`config.mk`:
```
export PLATFORM = sky130hd
export DESIGN_NAME = keypad_scanner
export DESIGN_NICKNAME = d
export VERILOG_FILES = /design/src/rtl/keypad_pkg.sv /design/src/rtl/keypad_scanner_sync2.sv /design/src/rtl/keypad_scanner.sv
export SDC_FILE = /design/constraint.sdc
export NUM_CORES = 1
export LEC_CHECK = 0
export CORE_UTILIZATION = 40
export DETAILED_ROUTE_END_ITERATION = 6
export MAX_ROUTING_LAYER = met4
export PLACE_DENSITY_LB_ADDON = 0.05
export SYNTH_ARGS = -nofsm -noshare
export SYNTH_HDL_FRONTEND = slang
export SYNTH_SLANG_ARGS = --single-unit
```
`constraint.sdc`:
```
create_clock -name clk -period 3.4 [get_ports clk]
set_input_delay 0.51 -clock clk [delete_from_list [all_inputs] [get_ports clk]]
set_output_delay 0.51 -clock clk [all_outputs]
set_load 0.01 [all_outputs]
```
`src/rtl/keypad_pkg.sv`:
```
// Shared types and helpers for the 4x4 hex keypad scanner.
package keypad_pkg;

    typedef enum logic [1:0] {
        SCAN     = 2'd0,
        DEBOUNCE = 2'd1,
        PRESSED  = 2'd2,
        RELEASE  = 2'd3
    } state_t;

    localparam logic [3:0] COL_RST = 4'b1110;

    // Index of the single low bit in an active-low one-cold pattern.
    function automatic logic [1:0] low_idx(input logic [3:0] v);
        logic [1:0] idx;
        idx = 2'd0;
        case (v)
            4'b1110: idx = 2'd0;
            4'b1101: idx = 2'd1;
            4'b1011: idx = 2'd2;
            4'b0111: idx = 2'd3;
            default: idx = 2'd0;
        endcase
        return idx;
    endfunction

    function automatic logic [3:0] keymap(input logic [1:0] c, input logic [1:0] r);
        logic [3:0] code;
        code = 4'h0;
        case ({r, c})
            4'h0: code = 4'h1;
            4'h1: code = 4'h2;
            4'h2: code = 4'h3;
            4'h3: code = 4'hA;
            4'h4: code = 4'h4;
            4'h5: code = 4'h5;
            4'h6: code = 4'h6;
            4'h7: code = 4'hB;
            4'h8: code = 4'h7;
            4'h9: code = 4'h8;
            4'hA: code = 4'h9;
            4'hB: code = 4'hC;
            4'hC: code = 4'h0;
            4'hD: code = 4'hF;
            4'hE: code = 4'hE;
            4'hF: code = 4'hD;
            default: code = 4'h0;
        endcase
        return code;
    endfunction

endpackage

```
`src/rtl/keypad_scanner_sync2.sv`:
```
// Generic two-flop synchronizer with asynchronous active-high reset.
module sync2 #(
    parameter int unsigned   W       = 1,
    parameter logic [W-1:0]  RST_VAL = '0
) (
    input  logic         clk,
    input  logic         reset,
    input  logic [W-1:0] d,
    output logic [W-1:0] q
);

    logic [W-1:0] meta;

    always_ff @(posedge clk or posedge reset) begin
        if (reset) begin
            meta <= RST_VAL;
            q    <= RST_VAL;
        end else begin
            meta <= d;
            q    <= meta;
        end
    end

endmodule

```
`src/rtl/keypad_scanner.sv`:
```
// 4x4 keypad scanner with debounced press/release detection.
// Define KEYPAD_ENTRY_EN to build the 4-key entry shift register.
module keypad_scanner
    import keypad_pkg::*;
#(
    parameter int unsigned SETTLE_CYCLES   = 1000,
    parameter int unsigned DEBOUNCE_CYCLES = 100000
) (
    input  logic        clk,
    input  logic        reset,
    input  logic [3:0]  row,
    input  logic        entry_clr,
    output logic [3:0]  col,
    output logic [3:0]  key,
    output logic        key_valid,
    output logic        pressed,
    output logic [15:0] entry
);

    localparam int unsigned MAX_CYC = (SETTLE_CYCLES > DEBOUNCE_CYCLES) ? SETTLE_CYCLES
                                                                         : DEBOUNCE_CYCLES;
    localparam int unsigned CW = $clog2(MAX_CYC);
    localparam logic [CW-1:0] CNT_MAX     = CW'(MAX_CYC - 1);
    localparam logic [CW-1:0] SETTLE_LAST = CW'(SETTLE_CYCLES - 1);
    localparam logic [CW-1:0] DEB_LAST    = CW'(DEBOUNCE_CYCLES - 1);

    logic [3:0]    row_s;
    state_t        state, state_d;
    logic [3:0]    col_d;
    logic [CW-1:0] dwell, dwell_d;
    logic [CW-1:0] deb, deb_d;
    logic [3:0]    pat, pat_d;
    logic [3:0]    key_d;
    logic          key_valid_d;
    logic          pressed_d;

    function automatic logic [CW-1:0] sat_inc(input logic [CW-1:0] x);
        return (x == CNT_MAX) ? x : x + CW'(1);
    endfunction

    sync2 #(.W(4), .RST_VAL(4'b1111)) u_sync (
        .clk   (clk),
        .reset (reset),
        .d     (row),
        .q     (row_s)
    );

    always_ff @(posedge clk or posedge reset) begin
        if (reset) begin
            state     <= SCAN;
            col       <= COL_RST;
            dwell     <= '0;
            deb       <= '0;
            pat       <= 4'b1111;
            key       <= 4'h0;
            key_valid <= 1'b0;
            pressed   <= 1'b0;
        end else begin
            state     <= state_d;
            col       <= col_d;
            dwell     <= dwell_d;
            deb       <= deb_d;
            pat       <= pat_d;
            key       <= key_d;
            key_valid <= key_valid_d;
            pressed   <= pressed_d;
        end
    end

    // Counters default to zero so every state change restarts them.
    always_comb begin
        state_d     = state;
        col_d       = col;
        dwell_d     = '0;
        deb_d       = '0;
        pat_d       = pat;
        key_d       = key;
        key_valid_d = 1'b0;
        case (state)
            SCAN: begin
                if (dwell == SETTLE_LAST) begin
                    if ($onehot(~row_s)) begin
                        state_d = DEBOUNCE;
                        pat_d   = row_s;
                    end else begin
                        col_d = {col[2:0], col[3]};
                    end
                end else begin
                    dwell_d = sat_inc(dwell);
                end
            end
            DEBOUNCE: begin
                if (row_s != pat) begin
                    state_d = SCAN;
                    col_d   = COL_RST;
                end else if (deb == DEB_LAST) begin
                    state_d     = PRESSED;
                    key_d       = keymap(low_idx(col), low_idx(pat));
                    key_valid_d = 1'b1;
                end else begin
                    deb_d = sat_inc(deb);
                end
            end
            PRESSED: begin
                if (row_s == 4'b1111) begin
                    state_d = RELEASE;
                end
            end
            RELEASE: begin
                if (row_s != 4'b1111) begin
                    state_d = PRESSED;
                end else if (deb == DEB_LAST) begin
                    state_d = SCAN;
                    col_d   = {col[2:0], col[3]};
                end else begin
                    deb_d = sat_inc(deb);
                end
            end
            default: begin
                state_d = SCAN;
                col_d   = COL_RST;
            end
        endcase
        pressed_d = (state_d == PRESSED) || (state_d == RELEASE);
    end

`ifdef KEYPAD_ENTRY_EN
    // Clear has priority over a coincident key strobe.
    always_ff @(posedge clk or posedge reset) begin
        if (reset) begin
            entry <= 16'h0000;
        end else if (entry_clr) begin
            entry <= 16'h0000;
        end else if (key_valid) begin
            entry <= {entry[11:0], key};
        end
    end
`else
    logic unused_entry_clr;
    assign unused_entry_clr = entry_clr;
    assign entry            = 16'h0000;
`endif

endmodule

```
[Word-level counts from Yosys, hierarchy flattened]
Memory sizes are Yosys's and may differ from the RTL's. A register that Yosys moved wholly into a read port is not among the register bits.
Index checks and enable logic that the tools add are counted.
Storage, ports and cells
  register bits after elaboration: 54
  bits in read-only memories: 64
  input bits: 7
  word-level logic and storage cells: 79
  memories: 1
Operators by class
  add/subtract/negate cells: 5
  equal/unequal tests: 24
  multiplexer cells: 32
  bitwise operators: 2
  reductions and logical operators: 6
Memory list
  (no name shown): words 16, width 4, rd ports 1, clocked after Yosys merged registers in 1, write ports 0, RTL line keypad_pkg.sv:30  | case ({r, c})
Operators with widths (number)
  2-to-1 mux 17 bit: 6
  adder 17 x 1 -> 17 bit (second input constant): 2
  equality test 17 bit (second input constant): 2
  case mux 17 bit (2 select lines): 1
  2-to-1 mux 2 bit: 13
  equality test 4 bit (second input constant): 5
  2-to-1 mux 4 bit: 5
  equality test 17 x 10 -> 1 bit (second input constant): 1
  case mux 2 bit (3 select lines): 2
  case mux 4 bit (3 select lines): 1
  inequality test 2 bit (second input constant): 5
  equality test 2 bit (second input constant): 4
  equality test 4 x 3 -> 1 bit (second input constant): 2
  case mux 2 bit (4 select lines): 1
  AND reduction 3 bit: 2
  AND reduction 6 bit: 1
  adder 1 x 1 -> 2 bit: 2
  inequality test 4 bit: 1
  inequality test 4 bit (second input constant): 1
  inverter 4 bit: 1
  adder 2 x 2 -> 3 bit: 1
  equality test 3 x 1 -> 1 bit (second input constant): 1
  2-to-1 mux 1 bit: 3
  inequality test 3 bit (second input constant): 1
  other kinds (5): 5

[Depth between registers and ports, before layout]
  depth in word-level cells: 9
  depth in mapped cells: 8

[Modules after synthesis]
A second synthesis with hierarchy kept.
Second synthesis, totals
  cells, all modules: 288
  area total of the unflattened synthesis: 3051.7 µm²
Modules (own cells, without submodules)
  keypad_scanner: times used 1, cells each 279, area an instance 2837.7 µm²
  sync2: times used 1, cells each 9, area an instance 214.0 µm²

[Least setup slack after synthesis]
No wires, ideal clock.
  kind: reg2reg
  from: register u_sync.q[0]
  to: register pat[0]
  arrival time: 2.197 ns
  slack: 1.121 ns
  cell stages (with the launch flop): 9
  path buffers: 0
  cell sequence: dfstp_2 -> fa_1 -> inv_1 -> ha_1 -> ha_1 -> nor2_1 -> nand3_1 -> nor2_1 -> mux2_2
Between the ends
  word-level cells in the longest chain between the ends: 5
Ends and longest elaborated chain
  start, declared: RTL line keypad_scanner_sync2.sv:9  | output logic [W-1:0] q
  start signal, assigned: RTL line keypad_scanner_sync2.sv:20  | q <= meta;
  inverter 4 bit: RTL line keypad_scanner.sv:82  | if ($onehot(~row_s)) begin
  adder 1 x 1 -> 2 bit (not written as such): RTL line keypad_scanner.sv:82
  adder 2 x 2 -> 3 bit (not written as such): RTL line keypad_scanner.sv:82
  equality test 3 x 1 -> 1 bit: RTL line keypad_scanner.sv:82
  AND reduction 3 bit (no source line)
  end signal, assigned: RTL line keypad_scanner.sv:63  | pat <= pat_d;
  end, declared: RTL line keypad_scanner.sv:32  | logic [3:0] pat, pat_d;
Several ways; a longest one is shown, not always the timed one.
A chain may end at the register's enable or synchronous reset.

[Worst setup path after layout]
  from: register u_sync.q[1]
  to: register pat[3]
Between the ends
  word-level cells in the longest chain between the ends: 5
Ends and longest elaborated chain (RTL line)
  inverter 4 bit: keypad_scanner.sv:82
  adder 1 x 1 -> 2 bit (not written as such): keypad_scanner.sv:82
  adder 2 x 2 -> 3 bit (not written as such): keypad_scanner.sv:82
  equality test 3 x 1 -> 1 bit: keypad_scanner.sv:82
  AND reduction 3 bit (no source line)
Every way passes these cells.

==> results by group <==
Global route
  – GRT Resource Usage Total: approximately 16%
  – Vias in the first global route: around 1900
  – Pin count of the biggest net entering global routing: 32
  – Global route overflow: 0
  – Global-route wire length before repair: about 9000 µm
  – Initial antenna violation count: 0

Synthesis
  – Yosys Warn Count: 0
  – Avg Cell Area, Syn: just over 10 µm²
  – FF+latch count, synth: 57
  – Fraction of the yosys area taken by sequential cells: between 40% and 50%
  – Cells after Synth: ~300
  – Number of synthesized flops with an enable pin: 0
  – Mapped Area: between 0.003 and 0.004 mm²
  – Synth cell types: 45
  – Ys flop type: dfrtp_1
  – Post-synth ARST share: 100%

Final layout
  – Layout cells sized above 1: around 14%
  – Core Util, Final: 47.0%
  – Final net count: around 340
  – Syn-to-layout area delta: 12.6%
  – Ant diodes: 0
  – Filler cell count: 726
  – Final Cell Area: ~0.0034 mm²

Routing
  – Via count: between 2000 and 2500
  – DRC violations left: 0
  – Final wirelength: 5320 µm
  – Antenna Nets Post-Route: 0
  – DR WL/cell: between 10 and 15 µm
  – 1st-pass router iterations: 4
  – DR iter-0 viols: 109
  – Vias per cell: 4.85

CTS
  – Resize count post-CTS: 0
  – CTS tree: yes
  – Clock Latency Late Sink: between 300 and 400 ps
  – Worst-case clock buffer depth: 2
  – Hold-fix buffers at CTS: 0
  – Post-CTS Setup Inserts: 0
  – Root Driver: clkbuf_8
  – Clock Sinks: 57
  – Depth of the CTS H-tree: 3
  – Clock transition at path regs: approximately 60 ps
  – CTS Buf Count: 9

Job
  – Max-cap violations: 0

Power and ir drop
  – Switching power total: slightly below 0.3 mW
  – Reg power frac: 53.3%
  – Power density over cell area: 379 mW/mm²
  – Sw frac: between 20% and 30%
  – Gate power share: approximately 3.4%
  – Lkg Pwr: 1.53 nW
  – Worst vdd ir: ~180 µV
  – Tot Pwr: approximately 1.3 mW
  – Clk pwr share: between 40% and 50%
  – P_int: 1.00 mW

Die
  – Placeable core region: about 0.0073 mm²
  – Initial Util: a little over two fifths
  – Full die area: 0.00796 mm²
  – Die Y: between 80 and 90 µm
  – Chip width: slightly below 90 µm
  – # rows: 31
  – Boundary Pins: 33

STA
  – Final cycle utilization of the critical path: about 70%
  – Final hold vios: 0
  – Setup TNS: 0 ps
  – Tightest Pin Transition: between 600 and 700 ps
  – Slew Limit Headroom: between 50% and 60%
  – Post-layout minimum cycle time: roughly 2400 ps
  – RSZ-0062 raised after global routing: no
  – Max Clk Rate: 409 MHz
  – Post-Route Skew: roughly 11 ps
  – Final setup fails: 0
  – Final slew viol count: 0
  – Setup ws final: 957 ps

Worst setup path
  – Max stage delay on crit path: around 570 ps
  – Crit path max fanout: 4
  – Top delay family on crit path: adder cells
  – Reg2reg setup slack: 960 ps
  – Critical path launch point type: register
  – Crit path to: pat[3]
  – CP startpoint: u_sync.q[1]
  – Setup crit end kind: register
  – CP Buf/Inv Count: 1
  – Reg2Reg Depth: 8
  – RR Endpoint: pat[3]
  – Worst path arrival time: 2700 ps
  – Critical Path, Cell by Cell: fa_1, inv_1, ha_1, ha_1, nor2_1, nand3_1, nor2_1, mux2_2
  – Worst R2R Start: u_sync.q[1]
  – Critical path depth in cells: 8
  – WS Path Type: register to register
  – Worst endpoint required time: about 3700 ps
  – Slowest CP cell: dfstp_2

Placed design
  – DP Area: 0.00325 mm²
  – Port Buffers: 15
  – Placer Congestion: 0.800
  – Post-DP HPWL: around 3700 µm
  – Pre-CTS setup slack: 949 ps

Worst hold path
  – Hold WC Path Type: register to register

Status
  – Status: complete, no violations
[through the flow]
| step | instances | hold slack, ps |
|---|---|---|
| after floorplan | 312 | 345 |
| after global placement | 407 | 346 |
| after detailed placement | 407 | 347 |
| after CTS | 423 | 356 |
| after global routing | 423 | 359 |
| final | 423 | 355 |
[routing by layer]
layer	routed length, µm	vias to the layer above	global-route usage, %
met3	194	11	3.60
met2	2260	41	21.7
met4	103	0	8.66
met5	0	-	-
met1	2760	978	22.3
li1	-	1023	-
[cells in the final DEF, fill, tap and decap left out, drive strengths merged, types with 10 or more instances in the layout]
master          n
nand2          17
nand3          16
xnor2          13
nor2           47
inv            11
clkbuf         13
xor2           25
nand4          10
dfrtp          42
conb           16
dfstp          15
clkdlybuf4s50  15
[power by group through the flow]
| stage | clock network [mW] | registers [mW] | logic [mW] |
|---|---|---|---|
| final | 0.563 | 0.691 | 0.0435 |
| after global routing | 0.612 | 0.692 | 0.0526 |
| after CTS | 0.589 | 0.691 | 0.0450 |
| after detailed placement | 0 | 0.703 | 0.0447 |
| after global placement | 0 | 0.703 | 0.0448 |
| after floorplan | 0 | 0.702 | 0.0427 |
[Yosys cell counts, types with 9 or more instances]
cell	instances	area, µm²
nor2_1	47	176
dfrtp_1	42	1050
xor2_1	25	219
nand2_1	17	63.8
buf_4	16	120
nand3_1	16	80.1
dfstp_2	15	394
xnor2_1	13	114
inv_1	11	41.3
ha_1	9	113
nand4_1	9	56.3
[sequential cells by signal (all words and copies together), names as in the netlist, named ones only]
| signal | count |
|---|---|
| deb | 17 |
| dwell | 17 |
| col | 4 |
| key | 4 |
| pat | 4 |
| u_sync.meta | 4 |
| u_sync.q | 4 |
| key_valid | 1 |
[worst reg2reg max path, cell delays in order, from the launching register on]
cell     delay (ps)
dfstp_2         570
fa_1            410
inv_1            60
ha_1            130
ha_1            220
nor2_1          100
nand3_1         160
nor2_1          330
mux2_2          380
[layout make-up]
type	count	area (µm²)	share of cell area (%)
flip-flops and latches	57	1450	42.2
repair buffers	17	178	5.19
clock buffers	13	159	4.64
well taps	99	124	3.62
multi-input cells	223	1460	42.7
inverters	11	41.3	1.21
clock inverters	3	15.0	0.438
[kinds of logic after synthesis]
logic type               after synthesis  share of synthesized area [%]
adder cells (fa/ha/maj)               10                           4.36
multiplexers                          13                           5.02
flip-flops                            57                           47.5
buffers and inverters                 32                           6.21
AND/OR/NAND/NOR                      127                           21.7
AO/OA/AOI/OAI                         19                           4.15
XOR/XNOR                              38                           10.9
other                                  1                          0.123
[how the worst min path moves through the flow]
| stage | cells past startpoint | slack (ps) | to | startpoint |
|---|---|---|---|---|
| after CTS | 0 | 360 | u_sync.q[1] | u_sync.meta[1] |
| after global routing | 0 | 360 | u_sync.q[1] | u_sync.meta[1] |
| after detailed placement | 0 | 350 | u_sync.q[1] | u_sync.meta[1] |
| after floorplan | 0 | 350 | u_sync.q[0] | u_sync.meta[0] |
| after global placement | 0 | 350 | u_sync.q[2] | u_sync.meta[2] |
| final | 0 | 350 | u_sync.q[1] | u_sync.meta[1] |
No activity file was read; power rests on OpenSTA's default activity.
